File: src/rtl/up5bit_pwm_stage.sv
// PWM stage fed by a free-running up-counter: checks the count sequence, drives a
// shadow-buffered PWM, tracks wraps/periods and latches a fault after repeated bad steps.
module up5bit_pwm_stage #(
   parameter int unsigned WIDTH     = 5,
   parameter int unsigned ERR_LIMIT = 3,
   parameter int unsigned PCNT_W    = 8
) (
   input  logic              clk,
   input  logic              reset,
   input  logic [WIDTH-1:0]  cnt_in,
   input  logic [WIDTH-1:0]  duty_in,
   input  logic              duty_load,
   output logic              pwm_out,
   output logic              wrap_pulse,
   output logic [PCNT_W-1:0] period_cnt,
   output logic              seq_err,
   output logic [1:0]        state_o
);

   typedef enum logic [1:0] {
      StIdle  = 2'd0,
      StTrack = 2'd1,
      StFault = 2'd2
   } state_e;

   localparam logic [WIDTH-1:0] CntMax   = '1;
   localparam logic [2:0]       ErrLimit = 3'(ERR_LIMIT);

   state_e            state_q;
   logic [WIDTH-1:0]  cnt_prev_q;
   logic [WIDTH-1:0]  duty_shadow_q;
   logic [WIDTH-1:0]  duty_active_q;
   logic [2:0]        err_run_q;
   logic              pwm_q;
   logic              wrap_q;
   logic              seq_err_q;
   logic [PCNT_W-1:0] period_q;

   logic [WIDTH-1:0]  cnt_inc;
   logic              step_good;
   logic              step_hold;
   logic              wrap_seen;
   logic [2:0]        err_next;
   logic [WIDTH-1:0]  duty_next;

   always_comb begin
      cnt_inc   = cnt_prev_q + WIDTH'(1);
      step_good = (cnt_in == cnt_inc);
      step_hold = (cnt_in == cnt_prev_q);
      wrap_seen = (cnt_prev_q == CntMax) && (cnt_in == '0);
      err_next  = err_run_q + 3'd1;
      // A load coinciding with a shadow-to-active copy bypasses the shadow
      duty_next = duty_load ? duty_in : duty_shadow_q;
   end

   always_ff @(posedge clk) begin
      if (reset) begin
         state_q       <= StIdle;
         cnt_prev_q    <= '0;
         duty_shadow_q <= '0;
         duty_active_q <= '0;
         err_run_q     <= '0;
         pwm_q         <= 1'b0;
         wrap_q        <= 1'b0;
         seq_err_q     <= 1'b0;
         period_q      <= '0;
      end else begin
         if (duty_load) begin
            duty_shadow_q <= duty_in;
         end
         unique case (state_q)
            StIdle: begin
               cnt_prev_q    <= cnt_in;
               duty_active_q <= duty_next;
               err_run_q     <= '0;
               pwm_q         <= 1'b0;
               wrap_q        <= 1'b0;
               state_q       <= StTrack;
            end
            StTrack: begin
               cnt_prev_q <= cnt_in;
               pwm_q      <= (cnt_in < duty_active_q);
               wrap_q     <= wrap_seen;
               if (wrap_seen) begin
                  duty_active_q <= duty_next;
                  if (period_q != '1) begin
                     period_q <= period_q + PCNT_W'(1);
                  end
               end
               if (step_good) begin
                  err_run_q <= '0;
               end else if (!step_hold) begin
                  err_run_q <= err_next;
                  if (err_next == ErrLimit) begin
                     state_q   <= StFault;
                     seq_err_q <= 1'b1;
                     pwm_q     <= 1'b0;
                  end
               end
            end
            StFault: begin
               cnt_prev_q <= cnt_in;
               pwm_q      <= 1'b0;
               wrap_q     <= 1'b0;
               seq_err_q  <= 1'b1;
            end
            default: begin
               state_q <= StIdle;
            end
         endcase
      end
   end

   assign pwm_out    = pwm_q;
   assign wrap_pulse = wrap_q;
   assign period_cnt = period_q;
   assign seq_err    = seq_err_q;
   assign state_o    = state_q;

endmodule

File: config.mk
export PLATFORM = sky130hd
export DESIGN_NAME = up5bit_pwm_stage
export DESIGN_NICKNAME = d
export VERILOG_FILES = /design/src/rtl/up5bit_pwm_stage.sv
export SDC_FILE = /design/constraint.sdc
export NUM_CORES = 1
export LEC_CHECK = 0
export ABC_AREA = 0
export CORE_AREA = 2 2 66 68
export DETAILED_ROUTE_END_ITERATION = 8
export DIE_AREA = 0 0 68 70
export GPL_TIMING_DRIVEN = 0
export PLACE_DENSITY = 0.64
export SLEW_MARGIN = 20
export SYNTH_ARGS = -nofsm -noshare
export SYNTH_HDL_FRONTEND = slang
export SYNTH_SLANG_ARGS = --single-unit
File: constraint.sdc
create_clock -name clk -period 3.1 [get_ports clk]
set_input_delay 0.775 -clock clk [delete_from_list [all_inputs] [get_ports clk]]
set_output_delay 0.775 -clock clk [all_outputs]
set_load 0.02 [all_outputs]
# Word-level counts from Yosys, hierarchy flattened
# Index checks and enable logic that the tools add are counted.
totals:
  reg_bits: 31
  wordCells: 58
  input_bits: 13
  output_inout_bits: 13
op_classes:
  muxes: 19
  reduce_logical: 13
  bitwise: 1
  addsub: 3
  magnitude_cmp: 1
  eq_ne: 12
op_table:
  columns: ["operator", "count"]
  rows:
  - ["$eq A5 B5 Y1", 2]
  - ["$mux W5", 2]
  - ["$pmux W5 S2", 1]
  - ["$add A8 B1 Y8 const B", 1]
  - ["$ne A2 B2 Y1 const B", 4]
  - ["$ne A8 B8 Y1 const B", 1]
  - ["$reduce_and A4 Y1", 2]
  - ["$mux W1", 6]
  - ["$mux W2", 3]
  - ["$mux W3", 2]
  - ["$pmux W1 S2", 3]
  - ["$pmux W2 S3", 1]
  - ["$pmux W3 S2", 1]
  - ["$reduce_bool A2 Y1", 3]
  - ["$add A5 B1 Y5 const B", 1]
  - ["$eq A5 B5 Y1 const B", 1]
  - ["$logic_not A5 Y1", 1]
  - ["$lt A5 B5 Y1", 1]
  - ["$reduce_and A2 Y1", 2]
  - ["$add A3 B1 Y3 const B", 1]
  - ["$eq A3 B2 Y1 const B", 1]
  - ["$ne A3 B3 Y1 const B", 1]
  - ["$reduce_and A3 Y1", 1]
  - ["$reduce_or A3 Y1", 1]
  - ["other kinds (6)", 6]

# Logic depth before layout (Yosys ltp)
logic_depth:
  word_depth: 6
  depth_mapped: 10
  depth_no_buf: 9

# Least setup slack after synthesis
# Ideal clock, no wire load.
synth_timing:
  path_kind: "in2reg"
  startpoint: "input cnt_in[1]"
  endpoint: "register period_q[5] (netlist: period_cnt[5])"
  path_slack_ps: 1074
  setup_time_ps: 71
  t_arrival_ps: 1955
  required_time_ps: 3029
  cell_stages: 5
  path_buffers: 0
  path_cell_list: "nor4_4 > o311ai_2 > or2_1 > or3_1 > a21oi_1"
synth_between:
  elab_chain_cells: 3
synth_lines:
  columns: ["element", "line", "rtl"]
  rows:
  - ["from (decl)", "10", "input logic [WIDTH-1:0] cnt_in,"]
  - ["$logic_not A5 Y1", "50", "wrap_seen = (cnt_prev_q == CntMax) && (cnt_in == '0);"]
  - ["$logic_and A1 B1 Y1", "50", null]
  - ["$reduce_and A3 Y1 (no line)", null, null]
  - ["to (signal assigned)", "87", "period_q <= period_q + PCNT_W'(1);"]
  - ["to (decl)", "37", "logic [PCNT_W-1:0] period_q;"]
# No other way between the ends.
# A chain may end at the register's enable or synchronous reset.

# Worst setup path after layout
# Ends and elaborated chain as after synthesis.

==> summary.txt <==
Tmin final = 2.491 ns
Max Root-Sink Buffers = 2
LEAKAGE = 0.7333 nW
Worst setup path start = cnt_in[1]
Area Overhead vs Synth = 26.64%
Post-CTS Setup Bufs = 0
Syn_area_per_cell = 8.596 um2
Vias in the first global route = 1190
Maximum clock rate = 401.4 MHz
Std cell rows = 24
Max-cap viol count = 0
Via count = 1276
GR peak layer = met2
Layout Nets = 230
Die area = 0.004760 mm2
GRT met1 Usage = 18.71%
Worst relative slew slack = 68.80%
IO Pins = 26
Share of cells above drive strength 1 = 5.742%
Met2 Usage GRT = 23.62%
Slew of the pin with the lowest slew margin = 0.4680 ns
Post-synthesis sequential area ratio = 40.79%
Layout Skew = 0.005140 ns
Gate power share = 12.0%
Post-synth EDFFs = 0
Synth warnings = 0
Fill count = 433
Largest area contributor in the netlist = dfxtp_1
Data required time of the critical path = 3.31 ns
Post-DP HPWL = 2.302 mm
Initial core utilization = 36.71%
First-pass GRT wire length = 5.395 mm
Clock latency on the worst-skew pair = 0.28 ns
Crit. End Element = flip-flop
Post-synthesis cell type count = 35
Total gr overflow = 0
Power share of the clock group = 39.4%
Post-route ant nets = 0
Hold_buf cts = 0
Post-route DRC = 0
Ant. Diodes = 0
Commonest non-fill, non-tap cells in the layout = 31 x dfxtp_1, 29 x nor2_1, 24 x clkdlybuf4s50_1
CTS Buf Count = 5
I/O Buffers = 24
Initial antenna violation count = 0
Startpoint types = input pin
Switch share = 23.86%
Unrepaired setup endpoints after global routing = false
Synth Register Bits = 31
Final hold viol count = 0
Post-CTS resize count = 0
Clock Root Buffer = clkbuf_8
H-Tree Depth = 2
Critical setup path kind = input pin to flip-flop
Vias/cell = 4.889
Tcrit/Tclk final = 80.37%
Setup tns final = 0 ns
Commonest non-fill, non-tap cell in the layout = dfxtp_1
Hold Path Class = flip-flop to flip-flop
Sequential share of power = 48.6%
Syn nets = 199
Synth area leaders = dfxtp_1 41%, ha_1 7.4%, nor2_1 7.2%
Violation count after the first detailed-route iteration = 57
Gr usage total = 15.04%
Chip height = 70 um
Psw = 0.0002086 W
Drt first pass iters = 4
Internal Pwr Total = 0.0006656 W
CP Data Arrival Time = 2.70 ns
Max FO, Critical Path = 5
CTS tree = done
Clk sinks = 31
Clock Pin Slew Worst Setup and Hold Paths = 0.06 ns
Average wire per standard cell = 11.81 um
Synth Instances = 177
Share of synthesized registers carrying an async set or reset = 0%
Ys flop type = dfxtp_1
Share of the synthesized area in the top cell type = 40.79%
VDD IR-drop max = 0.0002439 V
Hold_sp = seq_err
Overall routed net length = 3.082 mm
Worst r2r src = cnt_prev_q[0]
Core Footprint = 0.004144 mm2
Outcome = completed
Global-route met3 utilization = 5.314%
Largest net degree at the start of global routing = 11
Final Power = 0.0008742 W
Final setup violation count = 0
Power Dens Cells = 453.7 mW/mm2
Width of the die = 68 um
Gpl congestion = 0.7650
Area of the mapped netlist = 0.001521 mm2
Max Slew Vio Count = 0
==> cells in the mapped netlist (all sizes together) (2+ instances only) <==
cell,n
xnor2,6
nor3,4
a211oi,3
a21oi,17
nand2,13
mux2i,7
ha,9
clkbuf,6
inv,9
o21ai,4
nor2,29
or3,2
nand3,9
xor2,9
dfxtp,31
==> area by class of cell <==
cell class | count | area, um2 | share of cell area, %
Timing Repair Buffer | 24 | 240.2 | 12.47
Sequential cell | 31 | 620.6 | 32.21
Tap cell | 52 | 65.06 | 3.377
Clock buffer | 8 | 100.1 | 5.195
Inverter | 9 | 33.78 | 1.753
Buffer | 7 | 31.28 | 1.623
Multi-Input combinational cell | 130 | 835.8 | 43.38
==> logic make-up after synthesis <==
family                     synth area share, %
and+or+nand+nor                          21.88
AOI/OAI and AO/OA                        12.42
DFF                                      40.79
buffers and inverters                    4.276
xor gates and xnor gates                 8.635
adders and majority gates                7.401
muxes                                    4.605
==> registers in the layout, summed over array words and instances (netlist names) <==
register       cells
period_cnt         8
cnt_prev_q         5
duty_active_q      5
duty_shadow_q      5
err_run_q          3
state_o            2
pwm_out            1
seq_err            1
wrap_pulse         1
==> worst max-delay path: stages <==
cell             delay [ns]
clkdlybuf4s50_1        0.57
nor4_4                 0.37
o311ai_2               0.22
or2_1                  0.31
or3_1                  0.32
a21oi_1                0.14
==> per-stage QoR <==
step           setup WS [ns]  std cells  cell area (um2)  utilization [%]  hold WS (ns)
2_1_floorplan          1.074        177             1521                -        0.4522
3_3_place_gp          0.3388        253             1827            44.08        0.4400
3_5_place_dp          0.3151        253             1827            44.08        0.4442
4_1_cts               0.5930        261             1927            46.50        0.4540
5_1_grt               0.4988        261             1927            46.50        0.4771
6_report              0.6086        261             1927            46.50        0.4503
==> power groups by stage <==
| stage | sequential, W | combinational (W) | clock (W) |
|---|---|---|---|
| floorplan | 0.000434 | 0.0000639 | 0 |
| global placement | 0.000434 | 0.000103 | 0 |
| detailed placement | 0.000434 | 0.000105 | 0 |
| CTS | 0.000425 | 0.000106 | 0.000357 |
| global route | 0.000427 | 0.000120 | 0.000375 |
| finish | 0.000425 | 0.000105 | 0.000344 |
==> routing by layer <==
layer	vias up	share of wire (%)
li1	659	-
met1	592	46
met2	23	49
met3	2	3.9
met4	0	1.1
met5	-	0
==> path summary, 6_finish.rpt <==
path                   endpoint  slack (ns)  cells past startpoint
setup / recovery  period_cnt[5]        0.61                      6
hold / removal          seq_err        0.45                      2
setup reg to reg  period_cnt[5]        0.94                      8
hold reg to reg         seq_err        0.45                      2
Note: power is estimated with default switching activity, not from simulation.
